[config.mk]
export PLATFORM = sky130hd
export DESIGN_NAME = nn_inference_sequencer
export DESIGN_NICKNAME = d
export VERILOG_FILES = /design/src/rtl/nn_pkg.sv /design/src/rtl/argmax_unit.sv /design/src/rtl/nn_inference_sequencer.sv
export SDC_FILE = /design/constraint.sdc
export NUM_CORES = 1
export LEC_CHECK = 0
export CAP_MARGIN = 0
export CORE_MARGIN = 2
export CORE_UTILIZATION = 45
export DETAILED_ROUTE_END_ITERATION = 16
export PLACE_DENSITY = 0.72
export SLEW_MARGIN = 20
export SYNTH_ARGS = -nofsm -noshare
export SYNTH_HDL_FRONTEND = slang
export SYNTH_SLANG_ARGS = --single-unit
export TNS_END_PERCENT = 10
[constraint.sdc]
create_clock -name clk -period 3.9 [get_ports clk]
set_clock_uncertainty 0.15 [all_clocks]
set_input_delay 0.39 -clock clk [delete_from_list [all_inputs] [get_ports clk]]
set_output_delay 0.39 -clock clk [all_outputs]
set_load 0.02 [all_outputs]
[src/rtl/nn_pkg.sv]
// nn_pkg: shared sizes, FSM state codes and strobe record for the MNIST inference sequencer
package nn_pkg;
    localparam int N_PIXELS = 784;
    localparam int N_HIDDEN = 10;
    localparam int N_OUT    = 10;
    localparam int DATA_W   = 32;
    localparam int MEM_LAT  = 1;
    localparam int PIX_AW   = 12;
    localparam int NEU_AW   = 4;
    localparam int BL_W     = 12;
    localparam int CNT_W    = $clog2(N_PIXELS);

    typedef logic [3:0] state_t;
    localparam state_t S_IDLE   = 4'd0;
    localparam state_t S_CLEAR  = 4'd1;
    localparam state_t S_BIAS1  = 4'd2;
    localparam state_t S_L1     = 4'd3;
    localparam state_t S_GAP1   = 4'd4;
    localparam state_t S_BIAS2  = 4'd5;
    localparam state_t S_L2     = 4'd6;
    localparam state_t S_GAP2   = 4'd7;
    localparam state_t S_ARGMAX = 4'd8;
    localparam state_t S_DONE   = 4'd9;

    // Issue-time strobes; delayed MEM_LAT cycles to line up with ROM data.
    typedef struct packed {
        logic              bias;
        logic              layer;
        logic [NEU_AW-1:0] bias_idx;
        logic              pix;
        logic              dig;
        logic [NEU_AW-1:0] hid;
    } strobe_t;

    // Terminal count per state. GAP2 runs one cycle longer than GAP1 so the
    // final layer-2 accumulate has settled before the scores are read.
    function automatic logic [CNT_W-1:0] last_count(input state_t s);
        case (s)
            S_BIAS1:  return CNT_W'(N_HIDDEN - 1);
            S_L1:     return CNT_W'(N_PIXELS - 1);
            S_GAP1:   return CNT_W'(MEM_LAT);
            S_BIAS2:  return CNT_W'(N_OUT - 1);
            S_L2:     return CNT_W'(N_HIDDEN - 1);
            S_GAP2:   return CNT_W'(MEM_LAT + 1);
            S_ARGMAX: return CNT_W'(N_OUT - 1);
            default:  return '0;
        endcase
    endfunction
endpackage

[src/rtl/argmax_unit.sv]
// argmax_unit: sequential signed max/index tracker; ties keep the lowest index
// Ports: step_i/idx_i/value_i present one score per cycle (idx 0 restarts the search),
//        commit_i latches the running winner (including this cycle's score) into digit_o/max_o.
module argmax_unit
    import nn_pkg::*;
(
    input  logic                     clk,
    input  logic                     rst_n,
    input  logic                     step_i,
    input  logic [NEU_AW-1:0]        idx_i,
    input  logic signed [DATA_W-1:0] value_i,
    input  logic                     commit_i,
    output logic [NEU_AW-1:0]        digit_o,
    output logic signed [DATA_W-1:0] max_o
);
    logic signed [DATA_W-1:0] best_q, best_d, max_q;
    logic [NEU_AW-1:0]        idx_q, idx_d, digit_q;
    logic                     take;

    always_comb begin
        take   = idx_i == '0 || value_i > best_q;
        best_d = take ? value_i : best_q;
        idx_d  = take ? idx_i : idx_q;
    end

    always_ff @(posedge clk or negedge rst_n) begin
        if (!rst_n) begin
            best_q  <= '0;
            idx_q   <= '0;
            digit_q <= '0;
            max_q   <= '0;
        end else begin
            if (step_i) begin
                best_q <= best_d;
                idx_q  <= idx_d;
            end
            if (commit_i) begin
                digit_q <= idx_d;
                max_q   <= best_d;
            end
        end
    end

    assign digit_o = digit_q;
    assign max_o   = max_q;
endmodule

[src/rtl/nn_inference_sequencer.sv]
// nn_inference_sequencer: runs one 784-10-10 MNIST inference per start and returns the argmax digit
// Ports: start/abort/busy/done handshake; acc_clear, bias_addr/bias_load/bias_layer,
//        pixel_addr/valid_pixel, layer1_addr/layer1_addr_delay/valid_digit drive the ROMs and
//        neuron arrays; digit_sel/digit_value read the scores; digit/digit_max hold the result.
module nn_inference_sequencer
    import nn_pkg::*;
(
    input  logic                     clk,
    input  logic                     rst_n,
    input  logic                     start,
    input  logic                     abort,
    output logic                     busy,
    output logic                     done,
    output logic                     acc_clear,
    output logic [PIX_AW-1:0]        pixel_addr,
    output logic [NEU_AW-1:0]        bias_addr,
    output logic [BL_W-1:0]          bias_load,
    output logic                     bias_layer,
    output logic                     valid_pixel,
    output logic [NEU_AW-1:0]        layer1_addr,
    output logic [NEU_AW-1:0]        layer1_addr_delay,
    output logic                     valid_digit,
    output logic [NEU_AW-1:0]        digit_sel,
    input  logic signed [DATA_W-1:0] digit_value,
    output logic [NEU_AW-1:0]        digit,
    output logic signed [DATA_W-1:0] digit_max
);
    state_t                  state_q, state_d;
    logic [CNT_W-1:0]        cnt_q, cnt_d;
    strobe_t                 issue, tail;
    strobe_t [MEM_LAT-1:0]   line_q;
    logic                    cancel, last, in_bias;

    assign cancel  = abort && state_q != S_IDLE;
    assign last    = cnt_q == last_count(state_q);
    assign in_bias = state_q == S_BIAS1 || state_q == S_BIAS2;

    // States are numbered in run order, so advancing is an increment.
    always_comb begin
        state_d = cancel ? S_IDLE :
                  state_q == S_IDLE ? (start ? S_CLEAR : S_IDLE) :
                  state_q == S_DONE ? S_IDLE :
                  last ? state_q + 4'd1 : state_q;
        cnt_d   = (state_d != state_q || state_q == S_IDLE) ? '0 : cnt_q + 1'b1;
    end

    always_ff @(posedge clk or negedge rst_n) begin
        if (!rst_n) begin
            state_q <= S_IDLE;
            cnt_q   <= '0;
        end else begin
            state_q <= state_d;
            cnt_q   <= cnt_d;
        end
    end

    always_comb begin
        issue          = '0;
        issue.bias     = in_bias;
        issue.layer    = state_q == S_BIAS2;
        issue.bias_idx = in_bias ? cnt_q[NEU_AW-1:0] : '0;
        issue.pix      = state_q == S_L1;
        issue.dig      = state_q == S_L2;
        issue.hid      = state_q == S_L2 ? cnt_q[NEU_AW-1:0] : '0;
    end

    // ROM-latency delay line; flushed on abort so no stale strobe escapes.
    always_ff @(posedge clk or negedge rst_n) begin
        if (!rst_n) begin
            line_q <= '0;
        end else begin
            for (int i = MEM_LAT - 1; i > 0; i--) line_q[i] <= cancel ? '0 : line_q[i-1];
            line_q[0] <= cancel ? '0 : issue;
        end
    end

    assign tail              = line_q[MEM_LAT-1];
    assign busy              = state_q != S_IDLE && state_q != S_DONE;
    assign done              = state_q == S_DONE;
    assign acc_clear         = state_q == S_CLEAR;
    assign pixel_addr        = state_q == S_L1 ? PIX_AW'(cnt_q) : '0;
    assign bias_addr         = issue.bias_idx;
    assign layer1_addr       = issue.hid;
    assign digit_sel         = state_q == S_ARGMAX ? cnt_q[NEU_AW-1:0] : '0;
    // Neuron k sits on bias_load bit k+1.
    assign bias_load         = tail.bias ? BL_W'(2) << tail.bias_idx : '0;
    assign bias_layer        = tail.bias & tail.layer;
    assign valid_pixel       = tail.pix;
    assign valid_digit       = tail.dig;
    assign layer1_addr_delay = tail.hid;

    argmax_unit u_argmax (
        .clk      (clk),
        .rst_n    (rst_n),
        .step_i   (state_q == S_ARGMAX),
        .idx_i    (digit_sel),
        .value_i  (digit_value),
        .commit_i (state_q == S_ARGMAX && last && !cancel),
        .digit_o  (digit),
        .max_o    (digit_max)
    );
endmodule
[Word level (Yosys, flattened, before mapping)]
Index checks and enable logic that the tools add are counted.
Operators by class
  add/sub/neg operators: 2
  $lt $le $gt $ge: 1
  eq/ne operators: 12
  shift-type cells: 1
  multiplexer cells: 15
  bitwise logic cells: 1
  reductions and logical operators: 12
Operator list (count)
  10-bit one-hot mux with 4 select lines: 1
  32-bit greater-than comparator: 1
  32-bit two-way mux: 1
  4-bit two-way mux: 8
  12-bit two-way mux: 2
  10-bit two-way mux: 2
  4-bit by 3-bit == test with 1-bit output, second input constant: 4
  2-bit by 4-bit left shift with 12-bit output, first input constant: 1
  10-bit by 1-bit adder with 10-bit output, second input constant: 1
  10-bit == test: 1
  4-bit by 2-bit == test with 1-bit output, second input constant: 2
  4-bit == test, second input constant: 2
  4-bit zero test: 2
  4-bit by 1-bit adder with 4-bit output, second input constant: 1
  4-bit by 1-bit == test with 1-bit output, second input constant: 1
  1-bit logical AND: 4
  4-bit inequality test: 1
  4-bit inequality test, second input constant: 1
  4-bit nonzero test: 1
  4-bit OR reduction: 1
  1-bit logical OR: 3
  1-bit bitwise AND: 1
  1-bit zero test: 1
  1-bit two-way mux: 1
Word-level totals
  register bits: 98
  input bits: 36
  output and inout bits: 82
  word-level logic and storage cells: 56

[Longest topological paths before layout]
  depth in word-level cells: 11
  depth in mapped cells: 13
  depth with buffers taken out: 10

[Hierarchy]
A second synthesis with hierarchy kept.
Second synthesis, totals
  cell total of the unflattened synthesis: 578
  area, all modules: 5839.4 sq um
By module, submodules not included
  argmax_unit: times used 1, cells each 393, area each 4125.2 sq um, seq. area each 1801.7 sq um
  nn_inference_sequencer: times used 1, cells each 185, area each 1714.1 sq um, seq. area each 650.6 sq um

[Least setup slack after synthesis]
Ideal clock, no wire load.
  kind: input port to flip-flop
  start: input port digit_value[1]
  end: register u_argmax.best_q[25]
  setup time: 127 ps
  arrival time: 2528 ps
  data required time: 3623 ps
  setup slack: 1095 ps
  stages: 9
  buffers on the path: 1
  cell sequence: ha_1 nor2b_1 o211ai_2 a2111oi_1 or4_1 a211o_1 nand3_4 buf_6 mux2_1
Between the ends
  longest elaborated chain between the ends: 3
Ends and longest elaborated chain
  start: declaration: RTL line nn_inference_sequencer.sv:24  | input logic signed [DATA_W-1:0] digit_value,
  32-bit greater-than comparator: RTL line argmax_unit.sv:21  | take = idx_i == '0 || value_i > best_q;
  1-bit logical OR: RTL line argmax_unit.sv:21
  32-bit two-way mux: RTL line argmax_unit.sv:22  | best_d = take ? value_i : best_q;
  end signal: assignment: RTL line argmax_unit.sv:34  | best_q <= best_d;
  end: declaration: RTL line argmax_unit.sv:16  | logic signed [DATA_W-1:0] best_q, best_d, max_q;
No other way between the ends.
A chain may end at the register's enable or synchronous reset.

[Worst setup path after layout]
  start: input port digit_value[29]
  end: register u_argmax.best_q[8]
Same word-level chain as after synthesis.

==> qor.yml <==
status: "finished, final reports clean"
cts.clk_slew.worst_paths_ps: 70
rsz0062_at_grt: "no"
r2r-start: "state_q[0]"
synth_top_area_cell: "dfrtp_1"
vias: 4487
r2r_setup_slack_ps: 730
switching_power_w: 0.000711
path_cells: "clkdlybuf4s50_1 -> ha_1 -> a21o_1 -> nand2_1 -> nand3b_1 -> or4_1 -> a211o_2 -> nand3_4 -> buf_12 -> mux2_1"
power_frac_comb_pct: 19.0
clock_latency_ps: 350
hold_viol_final: 0
maxCapViolCount: 0
clockPowerShare_pct: 37.7
slowest_stage: "or4_1"
setup_violations: 0
yosysTopAreaCellShare_pct: 43.5
syn_to_final_growth_pct: 27.1
firstDrtPassIters: 7
cts-buffers-inserted: 9
die_w_um: 116
p_int_w: 0.00179
fin_nets: 745
grt_overflow: 0
htreeDepth: 3
worstHoldStart: "u_argmax.best_q[21]"
synth.most_common_cell: "dfrtp_1"
grt_pass1_vias: 4533
cp.required_ps: 3980
yosysWarnings: 0
fin_crit_sh_pct: 82.9
synth_edf_count: 0
critical_path_class: "in -> reg"
cts_tree: "done"
p_seq_share_pct: 43.3
holdPathStages: 1
max_slew_margin_pct: 47.8
wire_per_inst_um: 15.7
antenna_found_initial: 0
tns_ps: 0
drt-total-wl_um: 13300
ys_async_sr_fraction_pct: 100
maxSlewViolCount: 0
cts_resized: 0
multi_input_area_um2: 2800
die-area_um2: 13400
synth_area_leaders: "dfrtp_1 (44%), ha_1 (8.2%), mux2_1 (5.4%)"
ys_ff_latch: 98
synth_flop_cell: "dfrtp_1"
grt.total_usage_pct: 20.9
r2r_cells: 10
slowest_delay_ps: 560
fp.dieH_um: 116
layout_min_cycle_time_ps: 3230
tightest_slew_ps: 783
clkSinkCount: 98
nFillCells: 1061
ys_seq_area_share_pct: 43.5
critPathLaunchType: "input port"
post_synth.cell_area_avg_um2: 9.71
num_antenna_cells: 0
io_pins: 118
hold_path_class: "reg -> reg"
synth_area_um2: 5630
area.sequential_um2: 2450
synthCells: 580
dpl.hpwl_um: 9210
cts_hold_buf: 0
critPathMaxFanout: 25
worstSetupEndpointType: "register"
max-vdd-ir-drop_mv: 0.282
post_cts_buffers: 0
min_to: "u_argmax.best_q[21]"
route.detailed.drc: 0
r2r_end: "u_argmax.best_q[8]"
root_buffer: "clkbuf_16"
critPathArrivalTime_ps: 3310
row_count: 40
p_leak_nw: 3.14
clockBufferDepth: 2
core_area_um2: 12100
powerDensity_nw_per_um2: 350
drtAntennaViolNets: 0
start_util_pct: 46.5
grt_pass1_wl_um: 22400
swShare_pct: 28.4
initialDrtViolationCount: 272
routed_via_density: 5.31
finalPower_w: 0.00250
gp_congestion: 0.798
yosysUniqueCellTypes: 52
port_buffers: 114
drive_gt1_share_pct: 6.06
synth_common_cells: "dfrtp_1 (98), nor2_1 (60), inv_1 (42), nand3_1 (40), ha_1 (37)"
grt_start_max_net_pins: 84
max_freq_mhz: 309
==> through the flow <==
step	util, %	instance area [um2]	std cells	hold WS, ps	worst slack (ps)
after floorplan	-	5640	582	-55.6	1090
after global placement	56.4	6830	828	323	323
final	59.1	7160	845	342	667
after global routing	59.1	7160	845	363	444
after detailed placement	56.4	6830	828	332	313
after CTS	59.0	7150	844	123	662
==> power groups by stage <==
stage	sequential [W]	clock (W)	combinational [W]
floorplan	0.00108	0	0.000315
global placement	0.00110	0	0.000460
detailed placement	0.00111	0	0.000477
CTS	0.00109	0.000960	0.000478
global route	0.00109	0.000997	0.000536
finish	0.00109	0.000943	0.000476
==> worst max path at each step <==
| stage | from | end | slack (ps) |
|---|---|---|---|
| 5_1_grt | state_q[0] | u_argmax.max_o[9] | 440 |
| 4_1_cts | state_q[0] | digit_sel[0] | 660 |
| 3_3_place_gp | digit_value[29] | u_argmax.best_q[31] | 320 |
| 6_report | digit_value[29] | u_argmax.best_q[8] | 670 |
| 3_5_place_dp | digit_value[29] | u_argmax.best_q[31] | 310 |
| 2_1_floorplan | digit_value[1] | u_argmax.best_q[25] | 1090 |
==> layout make-up <==
class,instances,area share [%]
clock buffers,13,3.77
clock inverters,3,0.647
inverters,42,2.20
multi-input cells,401,39.0
flip-flops and latches,98,34.3
well taps,168,2.94
repair buffers,120,17.1
==> cell usage in the layout, fill, tap and decap left out, drive strengths merged, types with 8 or more instances in the layout <==
| cell | synthesis | final |
|---|---|---|
| clkdlybuf4s50 | 0 | 113 |
| dfrtp | 98 | 98 |
| nor2 | 60 | 60 |
| inv | 42 | 42 |
| nand3 | 41 | 41 |
| ha | 37 | 37 |
| a31oi | 33 | 33 |
| mux2 | 33 | 33 |
| a21o | 32 | 32 |
| a21oi | 24 | 24 |
| and2 | 22 | 22 |
| nand2 | 16 | 16 |
| clkbuf | 12 | 13 |
| and3 | 11 | 11 |
| o21ai | 10 | 10 |
| xnor2 | 8 | 8 |
| nand4 | 8 | 8 |
==> cells by family (layout without fill, tap and decap cells) <==
group | after synthesis | in the layout | synth area share, %
AOI/OAI and AO/OA | 118 | 118 | 14.1
buffers and inverters | 83 | 178 | 7.13
and+or+nand+nor | 195 | 195 | 17.9
other | 1 | 3 | 0.0666
xor gates and xnor gates | 11 | 11 | 1.71
DFF | 98 | 98 | 43.5
adders and majority gates | 37 | 37 | 8.22
muxes | 37 | 37 | 7.31
==> critical path: cells and delay by family <==
kind / cells / cell delay (ps)
compound gates: 2 / 580
mux: 1 / 350
fa+ha+maj: 1 / 340
buf+inv: 2 / 690
simple gates: 4 / 940
==> flip-flops by register name, indices dropped and copies added (netlist names) <==
register           flops
u_argmax.best_q       32
u_argmax.max_o        32
cnt_q                 10
line_q                 6
layer1_addr_delay      4
state_q                4
u_argmax.digit_o       4
u_argmax.idx_q         4
valid_digit            1
valid_pixel            1
==> per-layer routing <==
layer | track usage (%) | share of wire [%] | wire [um] | vias to the layer above
li1 | - | - | - | 2206
met5 | 0 | 0 | 0 | -
met1 | 28.5 | 46 | 6060 | 2185
met4 | 7.38 | 1.4 | 186 | 0
met2 | 34.3 | 49 | 6530 | 84
met3 | 2.88 | 3.8 | 498 | 12
(Power assumes the default switching activity.)
